$ cat src/rtl/noc_arb_pkg.sv
// Shared constants and the wrap-around priority pick used by the NoC output-port arbiter.
package noc_arb_pkg;

  localparam int unsigned MAX_PORTS     = 16;
  localparam int unsigned NUM_PORTS_DEF = 5;

  // IDLE sits one bit above the per-port OWN bits in the one-hot state register.
  localparam int unsigned IDLE_IDX = NUM_PORTS_DEF;

  // Default router port indices; L (local) is searched first when leaving IDLE.
  localparam int unsigned N = 0;
  localparam int unsigned E = 1;
  localparam int unsigned W = 2;
  localparam int unsigned S = 3;
  localparam int unsigned L = 4;

  typedef logic [MAX_PORTS-1:0] req_vec_t;

  // First set request at or after start (wrapping modulo nports), returned one-hot.
  function automatic req_vec_t rr_pick(input req_vec_t req, input logic [3:0] start,
                                       input logic [4:0] nports);
    req_vec_t   pick;
    logic       found;
    logic [4:0] s;
    pick  = '0;
    found = 1'b0;
    s     = '0;
    for (int k = 0; k < MAX_PORTS; k++) begin
      if (5'(k) < nports) begin
        s = {1'b0, start} + 5'(k);
        if (s >= nports) s = s - nports;
        if (!found && req[s[3:0]]) begin
          pick[s[3:0]] = 1'b1;
          found        = 1'b1;
        end
      end
    end
    return pick;
  endfunction

endpackage

$ cat src/rtl/rr_flit_arbiter_if.sv
// Request / flow-control bundle between the input ports, the arbiter and the downstream link.
interface rr_flit_arbiter_if #(
  parameter int NUM_PORTS = 5
);
  logic [NUM_PORTS-1:0] req;
  logic                 dcts;
  logic [NUM_PORTS-1:0] grant;
  logic [NUM_PORTS-1:0] xbar_sel;
  logic                 rts;

  // Requesters / downstream side.
  modport master (
    output req,
    output dcts,
    input  grant,
    input  xbar_sel,
    input  rts
  );

  // Arbiter side.
  modport slave (
    input  req,
    input  dcts,
    output grant,
    output xbar_sel,
    output rts
  );
endinterface

$ cat src/rtl/rr_pick_onehot.sv
// Combinational wrap-around priority search: first request at or after i_start, one-hot.
module rr_pick_onehot
  import noc_arb_pkg::*;
#(
  parameter int NUM_PORTS = 5
) (
  input  logic [NUM_PORTS-1:0] i_req,
  input  logic [3:0]           i_start,
  output logic [NUM_PORTS-1:0] o_pick
);

  req_vec_t w_req_ext;
  req_vec_t w_pick_ext;

  // Widen the request vector to the package search width.
  always_comb begin
    w_req_ext                = '0;
    w_req_ext[NUM_PORTS-1:0] = i_req;
  end

  assign w_pick_ext = rr_pick(w_req_ext, i_start, 5'(NUM_PORTS));
  assign o_pick     = w_pick_ext[NUM_PORTS-1:0];

  if (NUM_PORTS < MAX_PORTS) begin : g_unused
    logic w_unused_pick;
    assign w_unused_pick = |w_pick_ext[MAX_PORTS-1:NUM_PORTS];
  end

endmodule

$ cat src/rtl/rr_flit_arbiter.sv
// Round-robin flit arbiter for one NoC router output port with RTS/DCTS handshake
// and an optional hold limit that forces rotation under continuous requests.
// Optional feature macro: ARB_STALL_CNT_EN adds o_stall_cnt (saturating count of stalled cycles).
//
//   state   | meaning
//   --------+---------------------------------------------------------------
//   IDLE    | no owner, xbar_sel = 0, rts falls
//   OWN[i]  | port i owns the crossbar; rts/dcts moves one flit per handshake
module rr_flit_arbiter
  import noc_arb_pkg::*;
#(
  parameter int NUM_PORTS  = 5,
  parameter int IDLE_FIRST = L,
  parameter int MAX_HOLD   = 0,
  parameter int CNT_W      = 8
) (
  input logic              clk,
  input logic              rst,
  rr_flit_arbiter_if.slave arb
`ifdef ARB_STALL_CNT_EN
  ,
  output logic [CNT_W-1:0] o_stall_cnt
`endif
);

  if (NUM_PORTS < 2 || NUM_PORTS > 16 || IDLE_FIRST < 0 || IDLE_FIRST >= NUM_PORTS ||
      MAX_HOLD < 0 || CNT_W < 1) begin : g_param_check
    $error("rr_flit_arbiter: illegal parameter combination");
  end

  localparam logic [NUM_PORTS:0] ST_IDLE = {1'b1, {NUM_PORTS{1'b0}}};

  logic [NUM_PORTS:0]   r_state;
  logic [NUM_PORTS:0]   w_state_nxt;
  logic                 r_rts;
  logic                 w_idle;
  logic [NUM_PORTS-1:0] w_own;
  logic [3:0]           w_own_idx;
  logic [3:0]           w_start;
  logic [NUM_PORTS-1:0] w_pick;
  logic                 w_stall;
  logic                 w_other_req;
  logic                 w_hold_hit;
  logic                 w_stay;
  logic                 w_state_chg;
  logic                 w_grant_any;

  assign w_idle      = r_state[NUM_PORTS];
  assign w_own       = r_state[NUM_PORTS-1:0];
  assign w_stall     = r_rts & ~arb.dcts;
  assign w_grant_any = r_rts & arb.dcts & ~w_idle;
  assign w_other_req = |(arb.req & ~w_own);
  assign w_stay      = ~w_idle & (|(arb.req & w_own)) & ~(w_hold_hit & w_other_req);
  assign w_state_chg = ~w_stall & (w_state_nxt != r_state);

  // Index of the owning port, used to start the search just past it.
  always_comb begin
    w_own_idx = '0;
    for (int i = 0; i < NUM_PORTS; i++) begin
      if (w_own[i]) w_own_idx = 4'(i);
    end
  end

  // From IDLE search starts at IDLE_FIRST; from OWN[i] at i+1 so that i itself comes last.
  assign w_start = w_idle ? 4'(IDLE_FIRST)
                 : (w_own_idx == 4'(NUM_PORTS - 1)) ? 4'd0 : w_own_idx + 4'd1;

  rr_pick_onehot #(
    .NUM_PORTS(NUM_PORTS)
  ) u_pick (
    .i_req  (arb.req),
    .i_start(w_start),
    .o_pick (w_pick)
  );

  // State register: frozen while a raised rts waits for dcts.
  always_ff @(posedge clk) begin
    if (rst) r_state <= ST_IDLE;
    else if (!w_stall) r_state <= w_state_nxt;
  end

  // Next state: keep the owner, else hand over to the first requester found, else IDLE.
  always_comb begin
    w_state_nxt = '0;
    if (w_stay) w_state_nxt = r_state;
    else if (|w_pick) w_state_nxt[NUM_PORTS-1:0] = w_pick;
    else w_state_nxt[NUM_PORTS] = 1'b1;
  end

  // Outputs: select follows the owner; grant marks the cycle the handshake completes.
  always_comb begin
    arb.xbar_sel = w_own;
    arb.grant    = w_own & {NUM_PORTS{r_rts & arb.dcts}};
    arb.rts      = r_rts;
  end

  // rts rises one cycle after ownership and drops after each completed handshake.
  always_ff @(posedge clk) begin
    if (rst) r_rts <= 1'b0;
    else r_rts <= ~w_idle & ~(r_rts & arb.dcts);
  end

  if (MAX_HOLD > 0) begin : g_hold
    localparam int HOLD_W = $clog2(MAX_HOLD + 1);
    logic [HOLD_W-1:0] r_hold;

    // Consecutive grants to the current owner; saturates when nobody else is waiting.
    always_ff @(posedge clk) begin
      if (rst) r_hold <= '0;
      else if (w_state_chg) r_hold <= '0;
      else if (w_grant_any && r_hold != HOLD_W'(MAX_HOLD)) r_hold <= r_hold + HOLD_W'(1);
    end

    assign w_hold_hit = (r_hold == HOLD_W'(MAX_HOLD));
  end else begin : g_no_hold
    assign w_hold_hit = 1'b0;
  end

`ifdef ARB_STALL_CNT_EN
  logic [CNT_W-1:0] r_stall_cnt;

  // Cycles spent with rts raised and dcts low, saturating; only reset clears it.
  always_ff @(posedge clk) begin
    if (rst) r_stall_cnt <= '0;
    else if (w_stall && !(&r_stall_cnt)) r_stall_cnt <= r_stall_cnt + CNT_W'(1);
  end

  assign o_stall_cnt = r_stall_cnt;
`endif

endmodule
$ cat src/flat_wrapper.sv
// flat-port wrapper written by rule: the top's interface ports become plain ports
module rr_flit_arbiter_flat import noc_arb_pkg::*;
#(
  parameter int NUM_PORTS  = 5,
  parameter int IDLE_FIRST = L,
  parameter int MAX_HOLD   = 0,
  parameter int CNT_W      = 8
)
  (clk, rst, arb_req, arb_dcts, arb_grant, arb_xbar_sel, arb_rts);
  rr_flit_arbiter_if #(.NUM_PORTS(NUM_PORTS)) arb_i ();
  input logic clk;
  input logic rst;
  input wire logic [$bits(arb_i.req)-1:0] arb_req;
  input wire logic [$bits(arb_i.dcts)-1:0] arb_dcts;
  output wire logic [$bits(arb_i.grant)-1:0] arb_grant;
  output wire logic [$bits(arb_i.xbar_sel)-1:0] arb_xbar_sel;
  output wire logic [$bits(arb_i.rts)-1:0] arb_rts;
  assign arb_i.req = arb_req;
  assign arb_i.dcts = arb_dcts;
  assign arb_grant = arb_i.grant;
  assign arb_xbar_sel = arb_i.xbar_sel;
  assign arb_rts = arb_i.rts;
  rr_flit_arbiter #(.NUM_PORTS(NUM_PORTS), .IDLE_FIRST(IDLE_FIRST), .MAX_HOLD(MAX_HOLD), .CNT_W(CNT_W)) u_core (.clk(clk), .rst(rst), .arb(arb_i));
endmodule
$ cat config.mk
export PLATFORM = sky130hd
export DESIGN_NAME = rr_flit_arbiter_flat
export DESIGN_NICKNAME = d
export VERILOG_FILES = /design/src/rtl/noc_arb_pkg.sv /design/src/rtl/rr_flit_arbiter_if.sv /design/src/rtl/rr_pick_onehot.sv /design/src/rtl/rr_flit_arbiter.sv /design/src/flat_wrapper.sv
export SDC_FILE = /design/constraint.sdc
export NUM_CORES = 1
export LEC_CHECK = 0
export BUFFER_PORTS_ARGS = -buffer_cell sky130_fd_sc_hd__clkbuf_2
export CORE_MARGIN = 5
export CORE_UTILIZATION = 30
export DETAILED_ROUTE_END_ITERATION = 6
export MAX_ROUTING_LAYER = met4
export PLACE_DENSITY_LB_ADDON = 0.05
export SYNTH_ARGS = -nofsm -noshare
export SYNTH_HDL_FRONTEND = slang
export SYNTH_SLANG_ARGS = --single-unit
export TNS_END_PERCENT = 1
$ cat constraint.sdc
create_clock -name clk -period 8.11 [get_ports clk]
set_clock_uncertainty 0.2 [all_clocks]
set_input_delay 2.433 -clock clk [delete_from_list [all_inputs] [get_ports clk]]
set_output_delay 2.433 -clock clk [all_outputs]
set_load 0.05 [all_outputs]
# Yosys cells after proc, flatten, opt, wreduce, memory -nomap -nowiden
# Index checks and enable logic that the tools add are counted.
# word_totals
register_bits	7
in_bits	8
elab_cells	101
out_inout_bits	11
# classes
eq_ne	1
addsub	10
reduce_logical	16
bitwise	15
mux	42
magnitude_cmp	15
# op_table
op	n
$mux W4	10
$mux W5	6
$lt A4 B5 Y1 const B	5
$bmux W1 S4	5
$demux W1 S4	5
$ge A4 B1 Y1 const B	5
$ge A5 B3 Y1 const B	4
$or A5 B5 Y5	4
$sub A4 B3 Y4 const B	5
$mux W1	16
$add A4 B2 Y5 const B	2
$and A5 B5 Y5	2
$reduce_or A5 Y1	2
$logic_and A1 B1 Y1	9
$add A4 B1 Y5 const B	1
$add A4 B3 Y5 const B	1
$not A1 Y1	5
$add A4 B1 Y4 const B	1
$and A1 B1 Y1	4
$eq A4 B3 Y1 const B	1
$ge A4 B3 Y1 const B	1
$logic_not A1 Y1	4
$reduce_and A2 Y1	1

# Longest topological paths before layout
# Gate-level depths: netlist of run 1.
# depth
ltp_word	26
depth_mapped	17
ltp_nobuf	17

# Modules after synthesis
# A second synthesis of run 1 with hierarchy kept.
# unflattened
cells_unflattened	291
area_unflattened_um2	2109.5
# modules_own_cells
module	n_inst	area_per_inst_um2	cells_per_inst
rr_pick_onehot	1	1544.0	219
rr_flit_arbiter	1	565.5	72

# Worst setup path before layout of run 1
# OpenSTA, ideal clock, no wires.
# synth_path
path_type	input to output
startpoint	in arb_dcts
endpoint	out arb_grant[0]
n_path_buf	0
cell_stages	1
slack_ns	2.595
arrival_ns	2.882
t_required_ns	5.477
cell_sequence	and3_1
# synth_via
elab_chain_len	2
# synth_rtl
element	line_no	text
start: declaration	flat_wrapper.sv:14	input wire logic [$bits(arb_i.dcts)-1:0] arb_dcts;
$and A1 B1 Y1	n/a	
$and A5 B5 Y5	rr_flit_arbiter.sv:93	arb.grant = w_own & {NUM_PORTS{r_rts & arb.dcts}};
end: declaration	flat_wrapper.sv:15	output wire logic [$bits(arb_i.grant)-1:0] arb_grant;
# No other way between the ends.

# Worst setup path after layout of run 1
# layout_path
startpoint	in arb_dcts
endpoint	out arb_grant[3]
# The elaborated chain is that of the path after synthesis.

==> flow_summary.yaml, run 1 <==
cells_and_area:
  drive_gt1_share_pct: 15.5
  final_cell_mix: "nor2_1 (25), a21oi_1 (19), clkbuf_2 (18), nor3_1 (14), ha_1 (13)"
  instances_no_fill: 361
  layout_commonest_cell: "nor2_1"
  seq_area_um2: 140
  antenna_cells: 0
  design_area_um2: 2160
  final_nets: 306
  multi_input_area_um2: 1720
  syn_to_final_growth_pct: 8.15
  num-fill-cells: 728
die:
  fp-row-count: 29
  fp.dieW_um: 91.6
  die_height_um: 91.6
  core_um2: 6420
  initial_core_util_pct: 31.1
  die_area_um2: 8390
  ioPinCount: 19
drt:
  drt_first_pass_iters: 4
  ant_nets: 0
  drt_iter0_drc: 201
  drc_errors: 0
  routed_wl_um: 7150
  routedWlPerCell_um: 19.8
  vias_per_cell: 6.16
  vias: 2225
yosys:
  synth-seq-cells: 7
  synth_seq_area_share_pct: 7.02
  synth_area_um2: 2000
  yosys_warnings: 0
  synth_compound_area_share_pct: 36.7
  syn_inst: 277
  synth-edff-count: 0
  synthFlopType: "dfxtp_1"
  async_flop_share_pct: 0
  synthMuxAreaShare_pct: 6.33
  synth.distinct_cells: 76
  synth_fa_ha_area_share_pct: 8.15
  synth_top_family_by_area: "compound AO/OA/AOI/OAI gates"
  avgSynthCellArea_um2: 7.21
  yosys.area_share.simple_pct: 34.0
  synth_xor_area_share_pct: 0.439
pwr:
  power.density_nw_per_um2: 492
  leakage_uw: 0.000863
  ir_drop_mv: 0.158
setup_path:
  startpoint_type: "input port"
  endpoint_kind: "output pin"
  reg2reg_from: "u_core.r_state[1]"
  crit_fanout: 7
  worstPathArrival_ps: 3010
  worst-endpoint-required_ps: 5480
  path_class: "input port to output pin"
  r2r_setup_slack_ps: 2900
  worstReg2RegEnd: "u_core.r_state[2]"
  crit_start: "arb_dcts"
  ff2ff_path_depth: 15
timing:
  finalCriticalPeriod_ps: 5640
  setup_violations: 0
  fmax_ghz: 0.177
  hold_viol: 0
  hold_ws_ps: 360
  period_share_pct: 69.5
  slew_viol_final: 0
  slew_headroom_pct: 38.7
  final.setup.tns_ps: 0
  rsz0062_at_grt: "false"
  tightest_slew_ps: 920
outcome:
  outcome: "finished clean"
global_route:
  antenna_found_initial: 0
  grt_pass1_vias: 2192
  grtUsageTotal_pct: 17.7
  grt_max_degree: 26
  grt_pass1_wl_um: 11800
  grt_overflow: 0
min_path:
  holdPathStages: 1
  hold_class: "register to register"
  hold_end: "u_core.arb.rts"
  hold_path_startpoint: "u_core.arb.rts"
cts:
  clock-sinks: 7
  clk_path_buf_depth: 2
  clk_latency_ps: 230
  numCtsBuffers: 3
  cts_resized: 0
  ctsRootBufferMaster: "clkbuf_8"
  clk_pin_slew_ps: 40
  post_cts_buffers: 0
  holdBufCountCts: 0
  cts_tree: "built"
  htreeDepth: 1
run:
  max-cap-violations: 0
placement:
  port_buffers: 18
  gp_routability_congestion: 0.880
  place_inst: 357
  dpl_cell_area_um2: 2110
  dp_hpwl_um: 5460
[synthesized netlist by cell type (all sizes together) (3+ instances only)]
cell     count  area, um^2
or3          4        30.0
o21bai       3        22.5
nor4b        4        35.0
a311oi       3        26.3
clkbuf       8        30.0
nand4        3        18.8
o21ai        9        48.8
a31oi        8        50.1
nand2       10        37.5
a22oi        3        22.5
ha          13         163
and3         9        56.3
a211oi       6        45.0
o211ai       3        22.5
and2         3        18.8
buf         11        65.1
a32oi        3        26.3
dfxtp        7         140
nor4         7        50.1
nand2b       7        43.8
mux2         3        33.8
o31ai        3        41.3
nor2b       12        77.6
o21a         4        30.0
nand3        7        47.6
or2          3        18.8
o311ai       3        26.3
nor3        14        70.1
inv         12        45.0
mux2i        7        70.1
a21oi       20         104
a2111oi      4        41.3
nor2        26         105
[stage by stage]
stage                     util [%]  setup WS (ps)  total power, uW
after floorplan                  -           2600              796
after global placement        32.9           2490             1020
after detailed placement      32.9           2470             1010
after CTS                     33.6           2470             1060
after global routing          33.6           2410             1170
final                         33.6           2470             1060
[critical path, stage by stage]
cell,delay [ps]
clkbuf_2,140
and3_1,160
clkbuf_2,270
[layer usage]
metal	up-vias	global-route usage [%]	wire length, um
met4	0	3.27	85
met2	62	27.5	3280
met5	-	-	0
li1	1089	-	-
met3	8	2.07	270
met1	1066	24.8	3510
[cell families (layout without fill, tap and decap cells)]
group,count (synthesis),in the layout
buffers and inverters,31,37
multiplexers,11,11
adder cells (fa/ha/maj),13,13
AND/OR/NAND/NOR,117,117
AO/OA/AOI/OAI,95,95
other,2,3
flip-flops,7,7
XOR/XNOR,1,1
[layout make-up]
cell class	count	share of cell area [%]
inverters	12	2.09
clock buffers	4	2.09
repair buffers	21	5.21
well taps	77	4.46
flip-flops and latches	7	6.49
multi-input cells	240	79.7
[power by group]
part | total [uW] | switching, uW | internal, uW | leakage, uW
Sequential | 59.5 | 12.6 | 46.9 | 0.0000577
Combinational | 954 | 613 | 340 | 0.000782
Clock | 49.3 | 15.3 | 34.0 | 0.0000228
Total | 1060 | 641 | 421 | 0.000863
[worst max-delay path by stage]
stage                         to  depth (start not counted)  slack [ps]
2_1_floorplan       arb_grant[0]                          1        2600
4_1_cts             arb_grant[3]                          3        2470
5_1_grt        u_core.r_state[2]                         15        2410
6_report            arb_grant[3]                          3        2470
3_5_place_dp        arb_grant[2]                          3        2470
3_3_place_gp        arb_grant[3]                          3        2490
[sequential cells by signal (all words and copies together) (netlist names)]
register,count
u_core.r_state,6
u_core.arb.rts,1
Power figures use the tool's default switching activity.
==> run 2, diff against run 1 <==
Clock period 8.11 ns to 5.3 ns, I/O delays scaled along.
==> flow_summary.yaml, run 2 (synthesis results as in run 1) <==
cells_and_area:
  final_cell_mix: "nor2_1 (25), a21oi_1 (19), clkbuf_2 (18), buf_4 (16), nor3_1 (14)"
  num-fill-cells: 698
  antenna_cells: 0
  syn_to_final_growth_pct: 13.2
  top_register: "u_core.r_state"
  largest_reg_flops: 6
  layout_commonest_cell: "nor2_1"
  final_nets: 319
  drive_gt1_share_pct: 19.5
timing:
  hold_viol: 0
  period_share_pct: 88.1
  fmax_ghz: 0.214
  rsz0062_at_grt: "false"
  slew_viol_final: 0
  hold_ws_ps: 368
  finalCriticalPeriod_ps: 4670
  setup_violations: 0
  final.setup.tns_ps: 0
  slew_headroom_pct: 57.9
  tightest_slew_ps: 623
die:
  ioPinCount: 19
  fp.dieW_um: 91.6
  initial_core_util_pct: 31.1
  die_area_um2: 8390
  fp-row-count: 29
  die_height_um: 91.6
  core_um2: 6420
cts:
  clk_pin_slew_ps: 50
  numCtsBuffers: 3
  clock-sinks: 7
  clk_latency_ps: 230
  ctsRootBufferMaster: "clkbuf_8"
  htreeDepth: 1
  clk_path_buf_depth: 2
  cts_tree: "built"
global_route:
  grt_max_degree: 22
  grt_overflow: 0
  grt_pass1_vias: 2350
  grt_pass1_wl_um: 12400
  grtUsageTotal_pct: 18.8
  antenna_found_initial: 0
drt:
  ant_nets: 0
  vias: 2325
  wl_met2_um: 3470
  wl_met1_um: 3340
  vias_per_cell: 6.22
  highest_layer: "met4"
  drc_errors: 0
  dr_wl_met3_um: 459
  drt_first_pass_iters: 4
  routed_wl_um: 7500
  drt_iter0_drc: 159
  routedWlPerCell_um: 20.1
setup_path:
  crit_path_max_incr_delay_ps: 760
  worstPathArrival_ps: 4590
  crit_fanout: 14
  reg2reg_from: "u_core.r_state[2]"
  path_buf_inv: 2
  endpoint: "u_core.r_state[2]"
  path_class: "register to register"
  crit_family: "compound AO/OA/AOI/OAI gates"
  endpoint_kind: "register"
  crit_start: "u_core.r_state[2]"
  worst-endpoint-required_ps: 5220
  startpoint_type: "register"
  worstReg2RegEnd: "u_core.r_state[2]"
  ff2ff_path_depth: 16
  crit_chain: "nor2b_2, nor2_1, nor2_1, ha_1, nand2_1, ha_1, inv_1, nand4_1, a311oi_1, mux2i_1, a211oi_1, a32oi_1, o41ai_1, a2111oi_0, buf_4, nor3_1"
  slowest_stage: "ha_1"
  r2r_setup_slack_ps: 630
  cp.depth: 16
min_path:
  hold_class: "register to register"
placement:
  dp_hpwl_um: 6030
  gp_routability_congestion: 1.02
  port_buffers: 18
run:
  max-cap-violations: 0
pwr:
  leakage_uw: 0.000928
  power.density_nw_per_um2: 764
  ir_drop_mv: 0.249
outcome:
  outcome: "finished clean"
## run 2: cell types whose count changed in the layout (fill, tap and decap cells not counted), sizes merged
| cell | change |
|---|---|
| buf | +13 |
## run 2: repair_timing
action,CTS,global route
hold buffers,0,0
endpoints found under the setup margin,0,2
gates resized for setup,0,2
buffers inserted,0,0
## run 2: layout make-up
cell class	count	area (um^2)	share of cell area, %
clock buffer	4	45.0	1.99
inverter	12	45.0	1.99
multi-input combinational	240	1720	76.3
sequential	7	140	6.20
tap	77	96.3	4.26
timing repair buffer	34	210	9.30
## run 2: worst min-delay path, stage by stage (launching register included)
cell and delay (ps):
dfxtp_1 330, nor2_1 120, a311oi_1 60
## run 2: where the power goes
group	switching [uW]	leakage, uW	internal (uW)
combinational	957	0.000848	590
sequential	31.3	0.0000577	71.9
clock	24.9	0.0000228	52.2
total	1010	0.000928	714
## run 2: routing by layer
layer	track usage, %	vias to the layer above
met2	30.5	91
li1	-	1117
met4	8.29	0
met3	1.82	16
met5	-	-
met1	23.5	1101
## run 2: worst min-delay path by stage
stage	startpoint	endpoint	slack, ps	cells past startpoint
floorplan	u_core.r_state[0]	u_core.r_state[0]	290	2
global placement	u_core.r_state[0]	u_core.r_state[0]	350	2
detailed placement	u_core.r_state[0]	u_core.r_state[0]	370	2
CTS	u_core.arb.rts	u_core.arb.rts	370	1
global route	u_core.r_state[0]	u_core.r_state[0]	410	2
finish	u_core.r_state[0]	u_core.r_state[0]	370	2
## run 2: metrics by stage
step	instances	total power (uW)	instance area, um^2	utilization (%)	setup slack (ps)
6_report	374	1730	2260	35.2	630
2_1_floorplan	278	1220	2000	-	1200
3_3_place_gp	370	1670	2210	34.4	355
5_1_grt	374	1880	2260	35.2	154
4_1_cts	374	1720	2260	35.1	417
3_5_place_dp	370	1630	2210	34.4	459
==> run 3, diff against run 2 <==
Settings changed: REMOVE_ABC_BUFFERS from default to 1.
==> flow_summary.yaml, run 3 (synthesis results as in run 1) <==
outcome:
  outcome: "finished clean"
global_route:
  grt_pass1_vias: 2175
  grt_overflow: 0
  antenna_found_initial: 0
  grt_max_degree: 22
  grt_pass1_wl_um: 12100
  grtUsageTotal_pct: 18.4
pwr:
  power.density_nw_per_um2: 772
  ir_drop_mv: 0.211
  leakage_uw: 0.000899
setup_path:
  ff2ff_path_depth: 16
  r2r_setup_slack_ps: 520
  startpoint_type: "register"
  crit_path_max_incr_delay_ps: 490
  crit_chain: "nor2b_2, nor2_1, nor2_1, ha_1, nand2_1, inv_2, ha_2, nor2b_1, o21ai_1, nor4b_1, or3_4, o41ai_4, nor4_1, a211o_1, a2111o_1, o31ai_2"
  path_class: "register to register"
  worstReg2RegEnd: "u_core.r_state[5]"
  endpoint_kind: "register"
  worst-endpoint-required_ps: 5240
  cpMostUsedCell: "nor2_1"
  endpoint: "u_core.r_state[5]"
  crit_fanout: 14
  reg2reg_from: "u_core.r_state[1]"
  worstPathArrival_ps: 4720
  slowest_stage: "o41ai_4"
  crit_start: "u_core.r_state[1]"
timing:
  setup_violations: 0
  rsz0062_at_grt: "false"
  period_share_pct: 90.1
  final.setup.tns_ps: 0
  fmax_ghz: 0.209
  finalCriticalPeriod_ps: 4780
  tightest_slew_ps: 681
  slew_viol_final: 0
  slew_headroom_pct: 54.6
  hold_viol: 0
cts:
  clock-sinks: 7
  cts_resized: 0
  clk_pin_slew_ps: 40
  clk_latency_ps: 230
  numCtsBuffers: 3
  ctsRootBufferMaster: "clkbuf_8"
  clk_path_buf_depth: 2
  holdBufCountCts: 0
  cts_tree: "built"
  post_cts_buffers: 0
  htreeDepth: 1
cells_and_area:
  drive_gt1_share_pct: 18.5
  syn_to_final_growth_pct: 11.5
  multi_input_area_um2: 1730
  final_util_pct: 34.7
  layout_commonest_cell: "nor2_1"
  final_cell_mix: "nor2_1 (25), a21oi_1 (19), clkbuf_2 (18), nor3_1 (14), ha_1 (12)"
  final_nets: 314
  largest_reg_flops: 6
  seq_area_um2: 140
  antenna_cells: 0
  num-fill-cells: 695
  top_register: "u_core.r_state"
die:
  fp.dieW_um: 91.6
  core_um2: 6420
  die_area_um2: 8390
  fp-row-count: 29
  initial_core_util_pct: 31.1
  ioPinCount: 19
  die_height_um: 91.6
drt:
  drc_errors: 0
  drt_iter0_drc: 258
  vias_per_cell: 6.37
  drt_first_pass_iters: 5
  vias: 2351
  ant_nets: 0
  routedWlPerCell_um: 20.5
  routed_wl_um: 7580
run:
  max-cap-violations: 0
placement:
  dp_hpwl_um: 5870
  port_buffers: 18
  gp_routability_congestion: 0.879
min_path:
  hold_class: "register to register"
-- run 3: changes by cell type in the layout (fill, tap and decap cells not counted) --
cell | previous run | this run
buf_4 | 16 | 11
ha_1 | 13 | 12
ha_2 | 0 | 1
-- run 3: final cells by class --
class / count / area share, %
repair buffers: 29 / 7.76
multi-input cells: 240 / 77.6
clock buffers: 4 / 2.02
well taps: 77 / 4.33
inverters: 12 / 2.02
flip-flops and latches: 7 / 6.30
-- run 3: worst min path at each step --
stage,startpoint,to,slack (ps),depth (start not counted)
6_report,u_core.r_state[0],u_core.r_state[0],350,2
4_1_cts,u_core.r_state[0],u_core.r_state[0],350,2
2_1_floorplan,u_core.r_state[5],u_core.arb.rts,500,1
3_5_place_dp,u_core.r_state[0],u_core.r_state[0],350,2
3_3_place_gp,u_core.r_state[0],u_core.r_state[0],340,2
5_1_grt,u_core.r_state[0],u_core.r_state[0],390,2
-- run 3: power by group --
part / internal [uW] / total, uW / switching [uW]
combinational: 563 / 1550 / 983
sequential: 72.0 / 96.2 / 24.2
clock: 52.0 / 75.2 / 23.2
-- run 3: layer usage --
layer	share of wire, %	GRT usage, %	up-vias
met3	6.6	1.74	6
met5	0	-	-
met1	48	27.5	1117
li1	-	-	1114
met4	0.86	2.26	0
met2	44	27.1	114
-- run 3: per-stage QoR --
| step | hold WS, ps | std cells | power [uW] | setup slack, ps | cell area [um^2] |
|---|---|---|---|---|---|
| 2_1_floorplan | 502 | 259 | 1180 | 701 | 1910 |
| 3_3_place_gp | 337 | 365 | 1630 | 254 | 2170 |
| 3_5_place_dp | 351 | 365 | 1600 | 363 | 2170 |
| 4_1_cts | 349 | 369 | 1680 | 336 | 2220 |
| 5_1_grt | 390 | 369 | 1860 | 124 | 2230 |
| 6_report | 347 | 369 | 1720 | 525 | 2230 |
-- run 3: critical path: cells and delay by family, from the launching register on --
family	cells	cell delay, ps
buffers and inverters	1	280
adders and majority gates	2	550
and+or+nand+nor	8	1750
AOI/OAI and AO/OA	5	1510
DFF	1	390
